## src/rtl/serializador_pkg.sv

```systemverilog
// Shared types for the serializador transmit block: FSM states and WAIT_RX handshake phase.
package serializador_pkg;

  localparam int WIDTH_DEF = 8;

  typedef enum logic [1:0] {
    IDLE    = 2'd0,
    SHIFT   = 2'd1,
    WAIT_RX = 2'd2
  } state_t;

  // WAIT_RX first waits for the far end to raise status, then for it to drop it again.
  typedef enum logic {
    RX_WAIT_RISE = 1'b0,
    RX_WAIT_FALL = 1'b1
  } rx_phase_t;

  function automatic int cnt_width(input int n);
    return $clog2(n) + 1;
  endfunction

endpackage

```

## src/rtl/serializador_if.sv

```systemverilog
// Producer-side parallel handshake plus the serial link towards the far-end deserializador.
interface serializador_if
  import serializador_pkg::*;
#(
  parameter int WIDTH = WIDTH_DEF
);
  logic [WIDTH-1:0] data_in;
  logic             write_in;
  logic             ready_out;
  logic             status_in;
  logic             data_out;
  logic             write_out;
  logic             busy_out;
  logic             error_out;

  modport slave (
    input  data_in, write_in, status_in,
    output ready_out, data_out, write_out, busy_out, error_out
  );

  modport master (
    output data_in, write_in, status_in,
    input  ready_out, data_out, write_out, busy_out, error_out
  );
endinterface

```

## src/rtl/serializador_fifo.sv

```systemverilog
// Small synchronous input FIFO; head word is readable combinationally so a pop loads it the same edge.
module serializador_fifo
  import serializador_pkg::*;
#(
  parameter int WIDTH = WIDTH_DEF,
  parameter int DEPTH = 4
) (
  input  logic             clk_100KHz,
  input  logic             reset,
  input  logic             push_i,
  input  logic [WIDTH-1:0] data_i,
  input  logic             pop_i,
  output logic [WIDTH-1:0] data_o,
  output logic             empty_o,
  output logic             ready_o
);
  localparam int PW = $clog2(DEPTH);
  localparam int CW = cnt_width(DEPTH);

  logic [WIDTH-1:0] mem_q [DEPTH];
  logic [PW-1:0]    wr_ptr_q, rd_ptr_q;
  logic [CW-1:0]    count_q, count_d;
  logic             ready_q;
  logic             do_push, do_pop;

  // ready_q is only low when full, so gating on it alone blocks overwrites.
  assign do_push = push_i && ready_q;
  assign do_pop  = pop_i && !empty_o;
  assign empty_o = (count_q == '0);
  assign ready_o = ready_q;
  assign data_o  = mem_q[rd_ptr_q];

  always_comb begin
    count_d = count_q;
    if (do_push && !do_pop) count_d = count_q + 1'b1;
    else if (!do_push && do_pop) count_d = count_q - 1'b1;
  end

  always_ff @(posedge clk_100KHz or negedge reset) begin
    if (!reset) begin
      wr_ptr_q <= '0;
      rd_ptr_q <= '0;
      count_q  <= '0;
      ready_q  <= 1'b0;
    end else begin
      if (do_push) wr_ptr_q <= wr_ptr_q + 1'b1;
      if (do_pop)  rd_ptr_q <= rd_ptr_q + 1'b1;
      count_q <= count_d;
      ready_q <= (count_d != CW'(DEPTH));
    end
  end

  always_ff @(posedge clk_100KHz) begin
    if (do_push) mem_q[wr_ptr_q] <= data_i;
  end

endmodule

```

## src/rtl/serializador.sv

```systemverilog
// Bit-serial byte transmitter: FIFO -> MSB-first shifter -> two-phase far-end acknowledge.
// Optional WAIT_RX watchdog and sticky error_out enabled by defining SERIALIZADOR_TIMEOUT_EN.
module serializador
  import serializador_pkg::*;
#(
  parameter int WIDTH          = WIDTH_DEF,
  parameter int FIFO_DEPTH     = 4,
  parameter int TIMEOUT_CYCLES = 1024
) (
  input  logic          clk_100KHz,
  input  logic          reset,
  serializador_if.slave bus
);
  localparam int BCW = cnt_width(WIDTH);

  state_t           state_q, state_d;
  rx_phase_t        phase_q, phase_d;
  logic [WIDTH-1:0] shift_q, shift_d;
  logic [BCW-1:0]   bit_cnt_q, bit_cnt_d;
  logic [WIDTH-1:0] fifo_data;
  logic             fifo_empty;
  logic             fifo_pop;
  logic             timeout_hit;

  serializador_fifo #(
    .WIDTH (WIDTH),
    .DEPTH (FIFO_DEPTH)
  ) u_fifo (
    .clk_100KHz (clk_100KHz),
    .reset      (reset),
    .push_i     (bus.write_in),
    .data_i     (bus.data_in),
    .pop_i      (fifo_pop),
    .data_o     (fifo_data),
    .empty_o    (fifo_empty),
    .ready_o    (bus.ready_out)
  );

  // A new word only leaves once the far end has released the previous one.
  assign fifo_pop = (state_q == IDLE) && !fifo_empty && !bus.status_in;

  always_comb begin
    state_d   = state_q;
    phase_d   = phase_q;
    shift_d   = shift_q;
    bit_cnt_d = bit_cnt_q;
    case (state_q)
      IDLE: begin
        if (fifo_pop) begin
          shift_d   = fifo_data;
          bit_cnt_d = BCW'(WIDTH);
          state_d   = SHIFT;
        end
      end
      SHIFT: begin
        shift_d   = shift_q << 1;
        bit_cnt_d = bit_cnt_q - 1'b1;
        if (bit_cnt_q == BCW'(1)) begin
          state_d = WAIT_RX;
          phase_d = RX_WAIT_RISE;
        end
      end
      WAIT_RX: begin
        if (phase_q == RX_WAIT_RISE) begin
          if (bus.status_in) phase_d = RX_WAIT_FALL;
        end else if (!bus.status_in) begin
          phase_d = RX_WAIT_RISE;
          state_d = IDLE;
        end
      end
      default: state_d = IDLE;
    endcase
    if (timeout_hit) begin
      state_d = IDLE;
      phase_d = RX_WAIT_RISE;
    end
  end

  always_ff @(posedge clk_100KHz or negedge reset) begin
    if (!reset) begin
      state_q   <= IDLE;
      phase_q   <= RX_WAIT_RISE;
      shift_q   <= '0;
      bit_cnt_q <= '0;
    end else begin
      state_q   <= state_d;
      phase_q   <= phase_d;
      shift_q   <= shift_d;
      bit_cnt_q <= bit_cnt_d;
    end
  end

`ifdef SERIALIZADOR_TIMEOUT_EN
  localparam int TMO_W = $clog2(TIMEOUT_CYCLES + 1);
  localparam logic [TMO_W-1:0] TMO_LAST = TMO_W'(TIMEOUT_CYCLES - 1);

  logic [TMO_W-1:0] tmo_q;
  logic             error_q;

  assign timeout_hit   = (state_q == WAIT_RX) && (tmo_q == TMO_LAST);
  assign bus.error_out = error_q;

  always_ff @(posedge clk_100KHz or negedge reset) begin
    if (!reset) begin
      tmo_q   <= '0;
      error_q <= 1'b0;
    end else begin
      tmo_q <= (state_q == WAIT_RX) ? tmo_q + 1'b1 : '0;
      if (timeout_hit) error_q <= 1'b1;
    end
  end
`else
  assign timeout_hit   = 1'b0;
  assign bus.error_out = 1'b0;
`endif

  // Outputs decode straight from state so an async reset drops write_out immediately.
  assign bus.write_out = (state_q == SHIFT);
  assign bus.data_out  = (state_q == SHIFT) && shift_q[WIDTH-1];
  assign bus.busy_out  = (state_q != IDLE) || !fifo_empty;

endmodule

```

## src/flat_wrapper.sv

```systemverilog
// flat-port wrapper written by rule: the top's interface ports become plain ports
module serializador_flat import serializador_pkg::*;
#(
  parameter int WIDTH          = WIDTH_DEF,
  parameter int FIFO_DEPTH     = 4,
  parameter int TIMEOUT_CYCLES = 1024
)
  (clk_100KHz, reset, bus_data_in, bus_write_in, bus_status_in, bus_ready_out, bus_data_out, bus_write_out, bus_busy_out, bus_error_out);
  serializador_if #(.WIDTH(WIDTH)) bus_i ();
  input  logic clk_100KHz;
  input  logic reset;
  input wire logic [$bits(bus_i.data_in)-1:0] bus_data_in;
  input wire logic [$bits(bus_i.write_in)-1:0] bus_write_in;
  input wire logic [$bits(bus_i.status_in)-1:0] bus_status_in;
  output wire logic [$bits(bus_i.ready_out)-1:0] bus_ready_out;
  output wire logic [$bits(bus_i.data_out)-1:0] bus_data_out;
  output wire logic [$bits(bus_i.write_out)-1:0] bus_write_out;
  output wire logic [$bits(bus_i.busy_out)-1:0] bus_busy_out;
  output wire logic [$bits(bus_i.error_out)-1:0] bus_error_out;
  assign bus_i.data_in = bus_data_in;
  assign bus_i.write_in = bus_write_in;
  assign bus_i.status_in = bus_status_in;
  assign bus_ready_out = bus_i.ready_out;
  assign bus_data_out = bus_i.data_out;
  assign bus_write_out = bus_i.write_out;
  assign bus_busy_out = bus_i.busy_out;
  assign bus_error_out = bus_i.error_out;
  serializador #(.WIDTH(WIDTH), .FIFO_DEPTH(FIFO_DEPTH), .TIMEOUT_CYCLES(TIMEOUT_CYCLES)) u_core (.clk_100KHz(clk_100KHz), .reset(reset), .bus(bus_i));
endmodule
```

## config.mk

```make
export PLATFORM = sky130hd
export DESIGN_NAME = serializador_flat
export DESIGN_NICKNAME = d
export VERILOG_FILES = /design/src/rtl/serializador_pkg.sv /design/src/rtl/serializador_if.sv /design/src/rtl/serializador_fifo.sv /design/src/rtl/serializador.sv /design/src/flat_wrapper.sv
export SDC_FILE = /design/constraint.sdc
export NUM_CORES = 1
export LEC_CHECK = 0
export CAP_MARGIN = 5
export CORE_ASPECT_RATIO = 0.75
export CORE_MARGIN = 2
export CORE_UTILIZATION = 62
export DETAILED_ROUTE_END_ITERATION = 10
export PLACE_DENSITY = 0.94
export SETUP_SLACK_MARGIN = 0.4
export SLEW_MARGIN = 20
export SYNTH_ARGS = -nofsm -noshare
export SYNTH_HDL_FRONTEND = slang
export SYNTH_HIERARCHICAL = 1
export SYNTH_SLANG_ARGS = --single-unit
```

## constraint.sdc

```tcl
create_clock -name clk_100KHz -period 4.8 [get_ports clk_100KHz]
set_input_delay 0.96 -clock clk_100KHz [delete_from_list [all_inputs] [get_ports clk_100KHz]]
set_output_delay 0.96 -clock clk_100KHz [all_outputs]
set_load 0.02 [all_outputs]
```

## After elaboration in Yosys (flattened, before gate mapping)

Memory sizes are Yosys's and may differ from the RTL's.
Index checks and enable logic that the tools add are counted.

| word-level totals | value |
|---|---|
| bits in registers | 23 |
| memory bits (writable) | 32 |
| bits of input ports | 12 |
| logic and storage cells | 58 |
| memories | 1 |

Memories:

| name | words | width | read ports | clocked after Yosys merged registers in | write ports | line | RTL |
|---|---|---|---|---|---|---|---|
| u_core.u_fifo.mem_q | 4 | 8 | 1 | 0 | 1 | serializador_fifo.sv:20 | `logic [WIDTH-1:0] mem_q [DEPTH];` |

| operators by class | value |
|---|---|
| add/sub/neg operators | 5 |
| equal/unequal tests | 8 |
| muxes and demuxes | 16 |
| reduce and logical (&&, ||, !) cells | 20 |

Operators by type and width:

| kind | number |
|---|---|
| $pmux 8 s2 | 1 |
| $mux 2 | 4 |
| $mux 8 | 1 |
| $pmux 4 s2 | 1 |
| $logic_and 1x1->1 | 7 |
| $mux 3 | 2 |
| $pmux 2 s3 | 1 |
| $reduce_bool 2->1 | 3 |
| $add 2x1->2 const B | 2 |
| $eq 4x1->1 const B | 1 |
| $logic_not 1->1 | 4 |
| $mux 1 | 4 |
| $mux 4 | 1 |
| $ne 2x1->1 const B | 2 |
| $ne 2x2->1 const B | 2 |
| $reduce_and 2->1 | 2 |
| $reduce_and 4->1 | 1 |
| $sub 4x1->4 const B | 1 |
| $add 3x1->3 const B | 1 |
| $logic_not 3->1 | 1 |
| $ne 3x3->1 const B | 1 |
| $sub 3x1->3 const B | 1 |
| $eq 2x1->1 const B | 1 |
| $eq 2x2->1 const B | 1 |
| 3 further kinds | 3 |

## Longest topological paths before layout

Gate-level depths: netlist of run 1.

| logic depth | value |
|---|---|
| depth after elaboration | 9 |
| gate-level depth with buffers | 11 |

## Cells and area by module

Netlist of run 1, hierarchy kept.

By module, submodules not included:

| module | instances | cells each | area each (um^2) | seq. area each (um^2) |
|---|---|---|---|---|
| serializador_fifo | 1 | 100 | 1,716.6 | 1,161.1 |
| serializador | 1 | 75 | 763.2 | 375.4 |

## Worst setup path after synthesis of run 1

Ideal clock, no wire load.

| path | value |
|---|---|
| path type | register to register |
| start point | register u_core.u_fifo.count_q[0] |
| end point | register u_core.u_fifo.ready_q, in the netlist u_core/u_fifo/ready_o |
| setup time | 134 ps |
| arrival | 2,279 ps |
| required time | 4,666 ps |
| setup slack | 2,388 ps |
| cell stages (with the launch flop) | 12 |
| buffers on the path | 2 |
| path through | dfrtp_1 > inv_1 > ha_1 > nand2b_1 > inv_1 > nor4_4 > buf_6 > buf_4 > nand2_8 > or4_1 > o311ai_1 > o21ai_2 |

| on the way | value |
|---|---|
| longest elaborated chain between the ends | 9 |
| elaborated cells on any way between the ends | 13 |
| those cells by class | 2 x add/sub; 1 x eq/ne; 2 x mux; 8 x reduce/logical |

RTL lines:

| what | line | RTL |
|---|---|---|
| from (decl) | serializador_fifo.sv:22 | `logic [CW-1:0] count_q, count_d;` |
| from (signal assigned) | serializador_fifo.sv:48 | `count_q <= count_d;` |
| $logic_not 3->1 (*) | serializador_fifo.sv:29 | `assign empty_o = (count_q == '0);` |
| via u_core.fifo_empty | serializador.sv:21 | `logic fifo_empty;` |
| $logic_not 1->1 (*) | serializador.sv:40 | `assign fifo_pop = (state_q == IDLE) && !fifo_empty && !bus.status_in;` |
| $logic_and 1x1->1 (*) (2 in a row) | serializador.sv:40 |  |
| via u_core.fifo_pop | serializador.sv:22 | `logic fifo_pop;` |
| $logic_and 1x1->1 (*) | serializador_fifo.sv:28 | `assign do_pop = pop_i && !empty_o;` |
| $logic_and 1x1->1 or $logic_not 1->1 (tied branches) | serializador_fifo.sv:36, serializador_fifo.sv:35 |  |
| $mux 3 or $logic_and 1x1->1 (tied branches) | serializador_fifo.sv:36, serializador_fifo.sv:35 |  |
| $mux 3 (*) | serializador_fifo.sv:35 | `if (do_push && !do_pop) count_d = count_q + 1'b1;` |
| via u_core.u_fifo.count_d[2] | serializador_fifo.sv:22 |  |
| $ne 3x3->1 (*) | serializador_fifo.sv:49 | `ready_q <= (count_d != CW'(DEPTH));` |
| to (signal assigned) | serializador_fifo.sv:49 |  |
| to (decl) | serializador_fifo.sv:23 | `logic ready_q;` |

The timed path passes the listed nets; every way through them passes the cells marked *.
A chain may end at the register's enable or synchronous reset.

## Worst setup path after layout of run 1

| path | value |
|---|---|
| start point | register u_core.state_q[0] |
| end point | output bus_data_out |

| on the way | value |
|---|---|
| longest elaborated chain between the ends | 2 |

RTL lines:

| what | line | RTL |
|---|---|---|
| from (decl) | serializador.sv:16 | `state_t state_q, state_d;` |
| from (signal assigned) | serializador.sv:86 | `state_q <= state_d;` |
| $eq 2x1->1 | serializador.sv:119 | `assign bus.data_out = (state_q == SHIFT) && shift_q[WIDTH-1];` |
| $logic_and 1x1->1 | serializador.sv:119 |  |
| to (decl) | flat_wrapper.sv:16 | `output wire logic [$bits(bus_i.data_out)-1:0] bus_data_out;` |

No other way between the ends.

==> results of run 1 <==
worst max-delay path, cell delays in order, from the launching register on:
cell	delay, ns
dfrtp_1	0.50
or2b_1	0.34
inv_2	0.25
and2_1	0.17
clkdlybuf4s50_1	0.59
state kept, by name, summed over array words and instances, names as in the netlist:
| register | count |
|---|---|
| u_core/u_fifo/ready_o | 1 |
| u_core/u_fifo/mem_q | 32 |
| u_core/u_fifo/count_q | 3 |
| u_core/u_fifo/rd_ptr_q | 2 |
| u_core/phase_q | 1 |
| u_core/bit_cnt_q | 4 |
| u_core/state_q | 2 |
| u_core/u_fifo/wr_ptr_q | 2 |
| u_core/shift_q | 8 |
where the power goes:
group          switching, mW  internal [mW]  total [mW]
logic                  0.349          0.297       0.646
clock network          0.155          0.157       0.313
registers              0.135          0.652       0.787
total                  0.640           1.11        1.75
how the worst max path moves through the flow:
stage | slack, ns | depth (start not counted) | to | from
6_report | 1.69 | 4 | bus_data_out | u_core/state_q[0]
5_1_grt | 1.56 | 4 | bus_data_out | u_core/state_q[0]
4_1_cts | 1.68 | 4 | bus_data_out | u_core/state_q[0]
3_5_place_dp | 1.95 | 7 | u_core/u_fifo/ready_o | bus_status_in
3_3_place_gp | 2.09 | 4 | bus_data_out | u_core/state_q[0]
2_1_floorplan | 2.39 | 11 | u_core/u_fifo/ready_o | u_core/u_fifo/count_q[0]
per-stage QoR:
| stage | instance area, µm² | util (%) |
|---|---|---|
| floorplan | 2480 | - |
| global placement | 2650 | 70.5 |
| detailed placement | 2650 | 70.5 |
| CTS | 2760 | 73.6 |
| global route | 2760 | 73.5 |
| finish | 2760 | 73.5 |
layout make-up:
| class | instances | area [µm²] | share of cell area [%] |
|---|---|---|---|
| clock inverters | 3 | 46.3 | 1.68 |
| well taps | 52 | 65.1 | 2.36 |
| multi-input cells | 103 | 852 | 30.9 |
| inverters | 10 | 37.5 | 1.36 |
| clock buffers | 5 | 68.8 | 2.49 |
| flip-flops and latches | 55 | 1540 | 55.7 |
| repair buffers | 16 | 153 | 5.53 |
cell families after synthesis:
| group | after synthesis | synth area share [%] |
|---|---|---|
| multiplexers | 16 | 10.5 |
| other | 1 | 0.151 |
| AND/OR/NAND/NOR | 44 | 10.6 |
| XOR/XNOR | 6 | 2.12 |
| flip-flops | 55 | 62.0 |
| AO/OA/AOI/OAI | 27 | 6.46 |
| adder cells (fa/ha/maj) | 9 | 4.54 |
| buffers and inverters | 17 | 3.68 |
cell usage in the layout, fill, tap and decap left out, types with 2 or more instances in the layout:
cell	instances
a21oi_1	4
and3_2	4
clkbuf_8	5
clkdlybuf4s50_1	14
dfrtp_1	23
edfxtp_1	32
ha_1	9
inv_1	9
mux2i_1	8
mux4_2	8
nand2_1	16
nand3_1	4
nor2_1	5
o21ai_0	8
o21ai_1	6
o21ai_2	2
or3_1	2
xnor2_1	5
layer usage:
layer / track usage [%] / vias to the layer above
met2: 34.6 / 28
met4: 9.18 / 0
met1: 30.6 / 707
met5: 0 / -
li1: - / 667
met3: 5.06 / 7
==> impl_metrics.tcl, run 1 <==
set metrics [dict create \
    port_buffers 15 \
    netlist_area_mm2 0.00248 \
    reg2reg_from "u_core/u_fifo/count_q[0]" \
    drive_gt1_share_pct 15.6 \
    die-area_mm2 0.00453 \
    vias 1409 \
    cts_tree "built" \
    holdCritPathClass "flip-flop to flip-flop" \
    setup_ws_ns 1.69 \
    leakagePower_nw 1.04 \
    fillerInstances 258 \
    rsz0062_at_grt "false" \
    yosysMostFrequentCell "edfxtp_1" \
    antenna_found_initial 0 \
    crit_type "flip-flop to primary output" \
    cts_hold_buf 0 \
    ios 17 \
    slew_violations 0 \
    synth_edf_count 32 \
    drtAntennaViolNets 0 \
    drc 0 \
    status "finished, final reports clean" \
    met3_length_um 170 \
    seq_area_frac_synth_pct 62.0 \
    post-route-period-util_pct 64.9 \
    drt-initial-drc-count 86 \
    grt_pass1_vias 1448 \
    tightestPinTransition_ns 0.599 \
    n_antenna_cell 0 \
    final_nets 212 \
    initial_utilization_pct 66.0 \
    ctsHtreeMaxLevel 2 \
    cts_buffers 5 \
    slew_headroom_pct 60.1 \
    worstSkewPairLatency_ns 0.31 \
    viasPerCell 5.77 \
    dp_slack_ns 1.95 \
    reg2regPathDepth 10 \
    grt_util_all_layers_pct 22.0 \
    finClkSkew_ns 0.00911 \
    rows 19 \
    dr.pass1.iters 4 \
    hpwl_um 3000 \
    cts_sinks 55 \
    top_layer "met4" \
    synth_area_leader_cell "edfxtp_1" \
    wl_per_cell_um 17.7 \
    crit_path_start_kind "flip-flop" \
    core_mm2 0.00376 \
    wl_um 4330 \
    layout_min_cycle_time_ns 3.11 \
    area_growth_pct 11.3 \
    critPathCaptureType "primary output" \
    die_x_um 77.0 \
    met1_length_um 2020 \
    netlist_top_cells_count "32 x edfxtp_1, 23 x dfrtp_1, 16 x nand2_1, 9 x ha_1, 9 x inv_1" \
    power.density_mw_per_mm2 633 \
    ys_types 43 \
    ys_warn_count 6 \
    post_cts_buffers 0 \
    min_delay_path_depth 2 \
    ir_worst_vdd_uv 405 \
    r2r_slack_ns 2.19 \
    crit_fanout 18 \
    cap_violations 0 \
    grt_max_degree 24 \
    cts_root_buf "clkbuf_8" \
    syn_area_per_cell_um2 14.2 \
    max_freq_ghz 0.321 \
    layout.cells.non_filler 244 \
    die-height_um 58.8 \
    setup_tns_ns 0 \
    cts.path.max_buffers 2 \
    grt_overflow 0 \
    clk_pin_slew_ns 0.10 \
    finalPower_mw 1.75 \
    place_inst 236 \
    setup_viol 0 \
    syn-num-nets 196 \
    grt_pass1_wl_um 7340 \
    yosys-top-cells-area "edfxtp_1 39%, dfrtp_1 23%, mux4_2 7.3%" \
    synthArstFlopShare_pct 41.8 \
    place.gp.congestion 0.891 \
    yosys.area.top_type_share_pct 38.7 \
    critPathRequiredTime_ns 3.84 \
    syn_inst 175 \
    holdWs_ns 0.519 \
    hold_viol 0 \
    yosys_register_bits 55 \
    ys.flop_type "edfxtp_1" \
    cts-resized-gates 0 \
    r2r_end "u_core/u_fifo/ready_o" \
    wl_met2_um 2070 \
    hold_start "u_core/shift_q[4]" \
    arrival_ns 2.15 \
    hold_end "u_core/shift_q[5]" \
]
No activity file was read; power rests on OpenSTA's default activity.
==> run 2: changes to the inputs <==
Settings changed: CORE_UTILIZATION 62 to 52, PLACE_DENSITY 0.94 to 0.86.
Clock period 4.8 ns to 2.6 ns, I/O delays scaled along.
==> run 2 against run 1 <==
Global-route usage decreased by 5.2 points; utilization decreased by 11 points; largest cell class unchanged; worst setup slack got worse by 1.2 ns; largest power group unchanged; non-clock buffer count increased by 6.
==> impl_metrics.tcl, run 2 (synthesized netlist as in run 1, its figures left out) <==
set metrics [dict create \
    status "finished, final reports clean" \
    drive_gt1_share_pct 22.7 \
    min_delay_path_depth 2 \
    max_freq_ghz 0.472 \
    hold_viol 0 \
    rsz0062_at_grt "false" \
    power.density_mw_per_mm2 1140 \
    cts.path.max_buffers 2 \
    finalPower_mw 3.21 \
    die_x_um 83.7 \
    reg2reg_from "u_core/u_fifo/count_q[0]" \
    dr.pass1.iters 4 \
    ir_worst_vdd_uv 556 \
    cts_root_buf "clkbuf_8" \
    critPathCaptureType "primary output" \
    holdWs_ns 0.492 \
    port_buffers 15 \
    grt_max_degree 24 \
    dp_slack_ns 0.305 \
    final_common_cell "edfxtp_1" \
    utilization_pct 62.5 \
    worstSkewPairLatency_ns 0.31 \
    final_nets 218 \
    cp-startpoint "u_core/state_q[1]" \
    post-route-period-util_pct 81.5 \
    largest_reg_flops 32 \
    layout_min_cycle_time_ns 2.12 \
    slew_headroom_pct 61.8 \
    ctsHtreeMaxLevel 2 \
    leakagePower_nw 1.07 \
    die-height_um 63.8 \
    wl_um 4010 \
    crit_fanout 9 \
    crit_path_start_kind "flip-flop" \
    core_mm2 0.00452 \
    slew_violations 0 \
    n_antenna_cell 0 \
    cts_buffers 5 \
    tightestPinTransition_ns 0.573 \
    grt_util_all_layers_pct 16.8 \
    cap_violations 0 \
    drc 0 \
    largest-register "u_core/u_fifo/mem_q" \
    hold_end "u_core/shift_q[5]" \
    grt_pass1_wl_um 6850 \
    setup_viol 0 \
    r2r_slack_ns 0.60 \
    r2r_end "u_core/u_fifo/ready_o" \
    finClkSkew_ns 0.00891 \
    crit_type "flip-flop to primary output" \
    rows 21 \
    initial_utilization_pct 54.9 \
    drtAntennaViolNets 0 \
    grt_overflow 0 \
    die-area_mm2 0.00534 \
    drt-initial-drc-count 49 \
    vias 1397 \
    viasPerCell 5.48 \
    area_growth_pct 13.9 \
    top_regs "u_core/u_fifo/mem_q: 32 flops, u_core/shift_q: 8 flops, u_core/bit_cnt_q: 4 flops" \
    place.gp.congestion 0.807 \
    arrival_ns 1.60 \
    ios 17 \
    cts_tree "built" \
    hpwl_um 2870 \
    antenna_found_initial 0 \
    critPathRequiredTime_ns 2.08 \
    setup_ws_ns 0.481 \
    hold_start "u_core/shift_q[4]" \
    layout_common_cells "32 x edfxtp_1, 21 x dfrtp_1, 16 x nand2_1" \
    holdCritPathClass "flip-flop to flip-flop" \
    clk_pin_slew_ns 0.10 \
    wl_per_cell_um 15.7 \
    reg2regPathDepth 10 \
    grt_pass1_vias 1418 \
    cts_sinks 55 \
    setup_tns_ns 0 \
]
run 2: layout make-up:
type,instances,area (µm²)
inverter,10,37.5
tap,57,71.3
sequential,55,1540
timing repair buffer,22,195
clock inverter,3,26.3
clock buffer,5,68.8
fill,350,1690
multi-input combinational,103,887
run 2: routing by layer:
layer / global-route usage, % / share of wire [%] / vias to the layer above
met5: 0 / 0 / -
met3: 4.01 / 3.4 / 7
met1: 22.6 / 47 / 695
li1: - / - / 676
met4: 6.05 / 1.6 / 0
met2: 27.0 / 48 / 19
run 2: report_power, final:
group          total [mW]  switching, mW  internal [mW]
clock network       0.479          0.281          0.198
logic                1.29          0.664          0.621
registers            1.44          0.237           1.21
run 2: how the worst max path moves through the flow:
stage / endpoint / slack, ns / cells past startpoint
floorplan: u_core/u_fifo/ready_o / 0.43 / 11
global placement: u_core/u_fifo/count_q[2] / 0.37 / 6
detailed placement: u_core/u_fifo/ready_o / 0.30 / 7
CTS: bus_data_out / 0.37 / 4
global route: bus_write_out / 0.41 / 3
finish: bus_write_out / 0.48 / 3
run 2: worst max-delay path, cell delays in order, from the launching register on:
cell	delay (ns)
dfrtp_1	0.47
or2b_4	0.32
inv_2	0.14
dlygate4sd2_1	0.35
run 2: through the flow:
step | area, µm² | std cells
after floorplan | 2510 | 175
after global placement | 2710 | 244
after CTS | 2810 | 253
final | 2830 | 255
after global routing | 2830 | 255
after detailed placement | 2710 | 244
run 2: timing repair:
item                       4_1_cts  5_1_grt
buffers inserted                 1        2
setup endpoints to repair        3        2
hold buffers                     0        0
resized for setup                6        2
